**src/rtl/fetch_buffer.sv**
```systemverilog
`default_nettype none
// ============================================================================
//  Module   : fetch_buffer
//  Purpose  : Instruction fetch buffer between IF and the FIFO_ID pipeline
//             register. Accepts two-slot fetch packets, compacts partially
//             valid packets, queues them in a circular buffer and presents
//             the oldest packet first-word-fall-through on the fifo_* side.
//  Ports    : clk, rstn (async active-low)
//             fetch_buf_flush              - synchronous redirect flush
//             if_valid/if_ready            - IF producer handshake
//             if_pc, if_inst0/1, if_inst_mask - IF packet
//             fifo_valid/fifo_ready        - FIFO_ID consumer handshake
//             fifo_pc, fifo_inst0/1        - head packet
//             fetch_buf_empty/full         - occupancy flags
//  Options  : FETCH_BUF_BYPASS_EN - when defined, a packet written into an
//             empty buffer is presented on fifo_* in the same cycle and is
//             not stored if fifo_ready is also high.
//  Revision : 1.0 - initial release
// ============================================================================
module fetch_buffer #(
    parameter int          DEPTH    = 8,
    parameter logic [31:0] INST_NOP = 32'h0340_0000,
    parameter logic [31:0] PC_RESET = 32'h1c00_0000
) (
    input  logic        clk,
    input  logic        rstn,
    input  logic        fetch_buf_flush,
    input  logic        if_valid,
    output logic        if_ready,
    input  logic [31:0] if_pc,
    input  logic [31:0] if_inst0,
    input  logic [31:0] if_inst1,
    input  logic [1:0]  if_inst_mask,
    output logic        fifo_valid,
    input  logic        fifo_ready,
    output logic [31:0] fifo_inst0,
    output logic [31:0] fifo_inst1,
    output logic [31:0] fifo_pc,
    output logic        fetch_buf_empty,
    output logic        fetch_buf_full
);

    localparam int             AW          = $clog2(DEPTH);
    localparam logic [AW:0]    C_FULL_CNT  = (AW+1)'(DEPTH);
    localparam logic [AW-1:0]  C_PTR_ONE   = AW'(1);
    localparam logic [AW:0]    C_CNT_ONE   = (AW+1)'(1);

    // Packet storage (not reset: contents are qualified by r_count)
    logic [31:0] r_pc_mem    [DEPTH];
    logic [31:0] r_inst0_mem [DEPTH];
    logic [31:0] r_inst1_mem [DEPTH];

    logic [AW-1:0] r_head;
    logic [AW-1:0] r_tail;
    logic [AW:0]   r_count;

    logic        w_empty;
    logic        w_full;
    logic        w_wr_fire;
    logic        w_bypass;
    logic        w_push;
    logic        w_pop;
    logic [31:0] w_cmp_pc;
    logic [31:0] w_cmp_inst0;
    logic [31:0] w_cmp_inst1;

    assign w_empty = (r_count == '0);
    assign w_full  = (r_count == C_FULL_CNT);

    assign if_ready        = !w_full;
    assign fetch_buf_empty = w_empty;
    assign fetch_buf_full  = w_full;

    // A packet with no valid slot still completes the handshake but is dropped.
    assign w_wr_fire = if_valid & !w_full & (if_inst_mask != 2'b00);

    // Compaction: a lone slot-1 instruction moves into slot 0 with its own PC.
    always_comb begin
        w_cmp_pc    = if_pc;
        w_cmp_inst0 = if_inst0;
        w_cmp_inst1 = if_inst1;
        case (if_inst_mask)
            2'b01: begin
                w_cmp_inst1 = INST_NOP;
            end
            2'b10: begin
                w_cmp_pc    = if_pc + 32'd4;
                w_cmp_inst0 = if_inst1;
                w_cmp_inst1 = INST_NOP;
            end
            default: ;
        endcase
    end

`ifdef FETCH_BUF_BYPASS_EN
    assign w_bypass = w_empty & !fetch_buf_flush & w_wr_fire;
`else
    assign w_bypass = 1'b0;
`endif

    // A bypassed packet taken in the same cycle never enters storage.
    assign w_push = w_wr_fire & !(w_bypass & fifo_ready);
    assign w_pop  = fifo_ready & !w_empty;

    assign fifo_valid = !w_empty | w_bypass;

    always_comb begin
        if (w_bypass) begin
            fifo_pc    = w_cmp_pc;
            fifo_inst0 = w_cmp_inst0;
            fifo_inst1 = w_cmp_inst1;
        end else if (w_empty) begin
            fifo_pc    = PC_RESET;
            fifo_inst0 = INST_NOP;
            fifo_inst1 = INST_NOP;
        end else begin
            fifo_pc    = r_pc_mem[r_head];
            fifo_inst0 = r_inst0_mem[r_head];
            fifo_inst1 = r_inst1_mem[r_head];
        end
    end

    always_ff @(posedge clk or negedge rstn) begin
        if (!rstn) begin
            r_head  <= '0;
            r_tail  <= '0;
            r_count <= '0;
        end else if (fetch_buf_flush) begin
            r_head  <= '0;
            r_tail  <= '0;
            r_count <= '0;
        end else begin
            if (w_push) begin
                r_tail <= r_tail + C_PTR_ONE;
            end
            if (w_pop) begin
                r_head <= r_head + C_PTR_ONE;
            end
            case ({w_push, w_pop})
                2'b10:   r_count <= r_count + C_CNT_ONE;
                2'b01:   r_count <= r_count - C_CNT_ONE;
                default: r_count <= r_count;
            endcase
        end
    end

    always_ff @(posedge clk) begin
        if (w_push && !fetch_buf_flush) begin
            r_pc_mem[r_tail]    <= w_cmp_pc;
            r_inst0_mem[r_tail] <= w_cmp_inst0;
            r_inst1_mem[r_tail] <= w_cmp_inst1;
        end
    end

endmodule
`default_nettype wire

```
**config.mk**
```make
export PLATFORM = sky130hd
export DESIGN_NAME = fetch_buffer
export DESIGN_NICKNAME = d
export VERILOG_FILES = /design/src/rtl/fetch_buffer.sv
export SDC_FILE = /design/constraint.sdc
export NUM_CORES = 1
export LEC_CHECK = 0
export ABC_CLOCK_PERIOD_IN_PS = 15760
export CAP_MARGIN = 0
export CORE_ASPECT_RATIO = 1.5
export CORE_MARGIN = 5
export CORE_UTILIZATION = 35
export DETAILED_ROUTE_END_ITERATION = 10
export HOLD_SLACK_MARGIN = 0.08
export REMOVE_ABC_BUFFERS = 1
export SYNTH_ARGS = -nofsm -noshare
export SYNTH_HDL_FRONTEND = slang
export SYNTH_SLANG_ARGS = --single-unit
```
**constraint.sdc**
```tcl
create_clock -name clk -period 15.76 [get_ports clk]
set_input_delay 1.576 -clock clk [delete_from_list [all_inputs] [get_ports clk]]
set_output_delay 1.576 -clock clk [all_outputs]
set_load 0.03 [all_outputs]
```
; Yosys cells after proc, flatten, opt, wreduce, memory -nomap -nowiden
; Memories as Yosys holds them, arrays and structs flattened.
; Index checks and enable logic that the tools add are counted.
[word_totals]
in_bits = 103
register_bits = 10
ramBits = 768
output_inout_bits = 100
mem_count = 3
wordCells = 43
[mem_list]
columns = memory, words, width, read_ports, rd_ports_with_merged_regs, wr, line
row1 = r_inst0_mem, 8, 32, 1, 0, 1, 50  ; logic [31:0] r_inst0_mem [DEPTH];
row2 = r_inst1_mem, 8, 32, 1, 0, 1, 51  ; logic [31:0] r_inst1_mem [DEPTH];
row3 = r_pc_mem, 8, 32, 1, 0, 1, 49  ; logic [31:0] r_pc_mem [DEPTH];
[op_classes]
muxes = 14
eq_ne = 5
reduce_logical = 10
add_sub_neg = 5
bitwise = 3
[ops]
columns = operator, n
row1 = 32-bit two-way mux, 6
row2 = 32-bit by 3-bit adder with 32-bit output (second input constant), 1
row3 = 3-bit two-way mux, 4
row4 = 4-bit one-hot mux with 2 select lines, 1
row5 = 3-bit by 1-bit adder with 3-bit output (second input constant), 2
row6 = 2-bit nonzero test, 3
row7 = 4-bit by 1-bit adder with 4-bit output (second input constant), 1
row8 = 2-bit by 1-bit equality test with 1-bit output (second input constant), 2
row9 = 2-bit equality test (second input constant), 2
row10 = 4-bit equality test (second input constant), 1
row11 = 4-bit zero test, 1
row12 = 4-bit two-way mux, 1
row13 = 4-bit by 1-bit subtractor with 4-bit output (second input constant), 1
row14 = 1-bit bitwise AND, 3
row15 = 1-bit zero test, 3
row16 = 3-bit nonzero test, 1
row17 = 1-bit two-way mux, 2
row18 = 2-bit OR reduction, 1
row19 = 1-bit logical AND, 1

; Depth between registers and ports, before layout
[logic_depth]
depth_word = 7
ltp_mapped = 11
mapped_depth_nobuf = 10

; Worst setup path after synthesis
; Ideal clock, no wire load.
[synth_timing]
kind = in2reg
startpoint = input port if_inst_mask[0]
endpoint = memory r_inst0_mem[0][0] (enable)
slack_ns = 6.125
cell_stages = 5
t_required_ns = 15.092
arrival_time_ns = 8.967
setup_ns = 0.668
n_path_buf = 0
path_cell_list = inv_1 ha_1 nand2b_1 or4_1 nor3_1
[synth_via]
elab_chain_cells = 5
[synth_lines]
columns = item, line
row1 = start: declaration, 33  ; input logic [1:0] if_inst_mask,
row2 = 2-bit nonzero test, 75  ; assign w_wr_fire = if_valid & !w_full & (if_inst_mask != 2'b00);
row3 = 1-bit bitwise AND, 75
row4 = 1-bit logical AND, 148  ; if (w_push && !fetch_buf_flush) begin
row5 = 1-bit two-way mux, 148
row6 = 1-bit two-way mux (implied by the code), 150  ; r_inst0_mem[r_tail] <= w_cmp_inst0;
row7 = end: declaration, 50
; Every way passes these cells.

; Worst setup path after layout
[layout_timing]
startpoint = register r_head[1]
endpoint = output port fifo_inst1[19]
[layout_via]
elab_chain_cells = 2
[layout_lines]
columns = item, line
row1 = start: declaration, 53  ; logic [AW-1:0] r_head;
row2 = start signal: assignment, 137  ; r_head <= r_head + C_PTR_ONE;
row3 = memory read 8 x 32 bit, -
row4 = 32-bit two-way mux, 112  ; end else if (w_empty) begin
row5 = end: declaration, 37  ; output logic [31:0] fifo_inst1,
; Every way passes these cells.

==> impl_metrics.json <==
{
  "drv_cap": 0,
  "ctsRootBufferMaster": "clkbuf_16",
  "power_mw": 5.64,
  "critPathKind": "register to output pin",
  "grt_max_degree": 72,
  "period_share_pct": 42.4,
  "num_vias": 14700,
  "layout_common_cells": "edfxtp_1 (768), clkdlybuf4s50_1 (202), mux4_2 (192), mux2i_1 (99), nor2_1 (98)",
  "crit_path_end_kind": "output pin",
  "clock_skew_ns": 0.0184,
  "die_h_um": 373,
  "async_flop_share_pct": 1.29,
  "post-route-drc-count": 0,
  "dp.cells": 2747,
  "arrival_ns": 5.11,
  "ctsHoldBuffers": 0,
  "synthCells": 1441,
  "fp-row-count": 133,
  "viasPerCell": 5.10,
  "synth-edff-count": 768,
  "yosysSeqAreaShare_pct": 75.6,
  "worst_setup_path_start_kind": "register",
  "wl_per_cell_um": 24.8,
  "grt_use_total_pct": 15.1,
  "min_path_type": "register to register",
  "cts_max_level": 3,
  "overflow": 0,
  "final_common_cell": "edfxtp_1",
  "max_freq_mhz": 150,
  "yosys.cell_types.count": 39,
  "relSlewSlack_pct": 26.3,
  "avgSynthCellArea_sq_um": 21.4,
  "layout-drive-gt1-share_pct": 22.3,
  "final_cells": 2877,
  "maxSlewViolCount": 0,
  "die_area_sq_um": 94200,
  "p_leak_nw": 11.1,
  "hold_viol_final": 0,
  "cts_sinks": 778,
  "io_pins": 203,
  "die_w_um": 252,
  "finalWeightedCongestion": 0.737,
  "fin_crit_ns": 6.68,
  "core_area_sq_um": 87500,
  "critPathMaxFanout": 71,
  "tightest_slew_ns": 1.11,
  "cts_buffer_depth": 3,
  "initial_core_util_pct": 35.2,
  "path_common_cell": "buf_4",
  "cts-buffers-inserted": 71,
  "grt_pass1_vias": 16100,
  "dominantRegCellSynth": "edfxtp_1",
  "num_antenna_cells": 0,
  "cp_cell_sequence": "buf_4, buf_4, mux4_2, mux2i_1, nor2_1, clkdlybuf4s50_1",
  "place_hpwl_um": 40800,
  "synth_seq_cells": 778,
  "drt_wl_total_um": 71400,
  "ctsResizeCount": 0,
  "rsz0062_at_grt": "false",
  "powerDensity_nw_per_um2": 153,
  "clock_latency_ns": 0.60,
  "nets": 1783,
  "dr.pass1.iters": 5,
  "antenna_found_initial": 3,
  "ant_nets": 0,
  "peakVddDrop_uv": 97.3,
  "syn2layout_area_growth_pct": 19.1,
  "setup_violations": 0,
  "path_clk_slew_ns": 0.07,
  "io_buffers": 202,
  "cts_setup_buffers": 0,
  "cp.required_ns": 14.18,
  "drtIter0Drc": 989,
  "hold_slack_ns": 0.608,
  "crit_slowest_cell": "dfrtp_4",
  "postLayoutCoreUtil_pct": 41.9,
  "cts_tree": "done",
  "yosysWarnings": 0,
  "status": "finished, final reports clean",
  "max_stage_delay_ns": 1.02,
  "syn_area_sq_um": 30800,
  "setup_tns_ns": 0,
  "grt_pass1_wl_um": 107000
}
-- metrics by stage --
step / worst slack, ns / instance area [sq um]
2_1_floorplan: 5.53 / 30500
3_3_place_gp: 9.56 / 34300
3_5_place_dp: 9.59 / 34300
4_1_cts: 8.94 / 36700
5_1_grt: 8.80 / 36700
6_report: 9.08 / 36700
-- worst paths after layout --
kind | start | to | slack [ns] | cells past startpoint
min in group asynchronous | rstn | r_count[3]$_DFFE_PN0P_ | 1.31 | 1
max in group asynchronous | rstn | r_head[1]$_DFFE_PN0P_ | 14.07 | 1
hold reg to reg | r_tail[0]$_DFFE_PN0P_ | r_tail[0]$_DFFE_PN0P_ | 0.61 | 2
setup reg to reg | r_count[1]$_DFFE_PN0P_ | r_inst0_mem[3][1]$_DFFE_PP_ | 12.31 | 7
hold / removal | r_tail[0]$_DFFE_PN0P_ | r_tail[0]$_DFFE_PN0P_ | 0.61 | 2
setup / recovery | r_head[1]$_DFFE_PN0P_ | fifo_inst1[19] | 9.08 | 6
-- synth_stat cells (all sizes together) (2+ instances only) --
cell type  number  share of area [%]
and3            5               0.10
xnor2          28               0.82
nand2b          4              0.081
buf            49               0.70
or2             3              0.061
inv             6              0.073
a31oi           2              0.041
edfxtp        768                 75
nor3            9               0.24
mux2           33                1.2
and2            2              0.041
nand3          15               0.26
mux2i          99                3.2
nor2          105                1.3
xor2           10               0.28
clkbuf         24               0.29
nand2          25               0.30
ha              7               0.28
nand4           7               0.16
mux4          192                 14
or4             2              0.061
dfrtp          10               0.81
nor2b          29               0.59
-- kinds of logic (layout without fill, tap and decap cells) --
group           Yosys count  after routing  synth area share, %
fa+ha+maj                 7              7                0.284
simple gates            208            208                 3.24
flops                   778            778                 75.6
xor+xnor                 38             38                 1.10
compound gates            7              7                0.223
buf+inv                  79            368                 1.07
mux                     324            324                 18.5
-- per-layer routing --
metal	global-route usage, %	up-vias	routed length [um]
met5	0	-	19
met4	3.61	4	1180
met3	2.60	77	3230
met2	26.0	351	37100
met1	20.0	7895	29800
li1	-	6358	-
-- where the power goes --
part | internal, mW | switching, mW
sequential | 2.34 | 0.0492
clock | 1.06 | 0.734
combinational | 0.590 | 0.860
-- final cells by class --
type	instances	area (sq um)
Sequential cell	778	23300
Clock buffer	90	1950
Timing Repair Buffer	232	2250
Clock inverter	40	490
Fill cell	7751	50800
Inverter	6	25.0
Multi-Input combinational cell	584	7240
Tap cell	1147	1440
-- critical path, delay by kind of cell, from the launching register on --
| kind | cells | cell delay (ns) |
|---|---|---|
| buf+inv | 3 | 2.61 |
| mux | 2 | 0.45 |
| flops | 1 | 1.02 |
| simple gates | 1 | 0.26 |
-- state kept, by name, indices dropped and copies added, names as in the netlist --
register	cells
r_inst1_mem	256
r_tail	3
r_pc_mem	256
r_count	4
r_head	3
r_inst0_mem	256
Note: power is estimated with default switching activity, not from simulation.
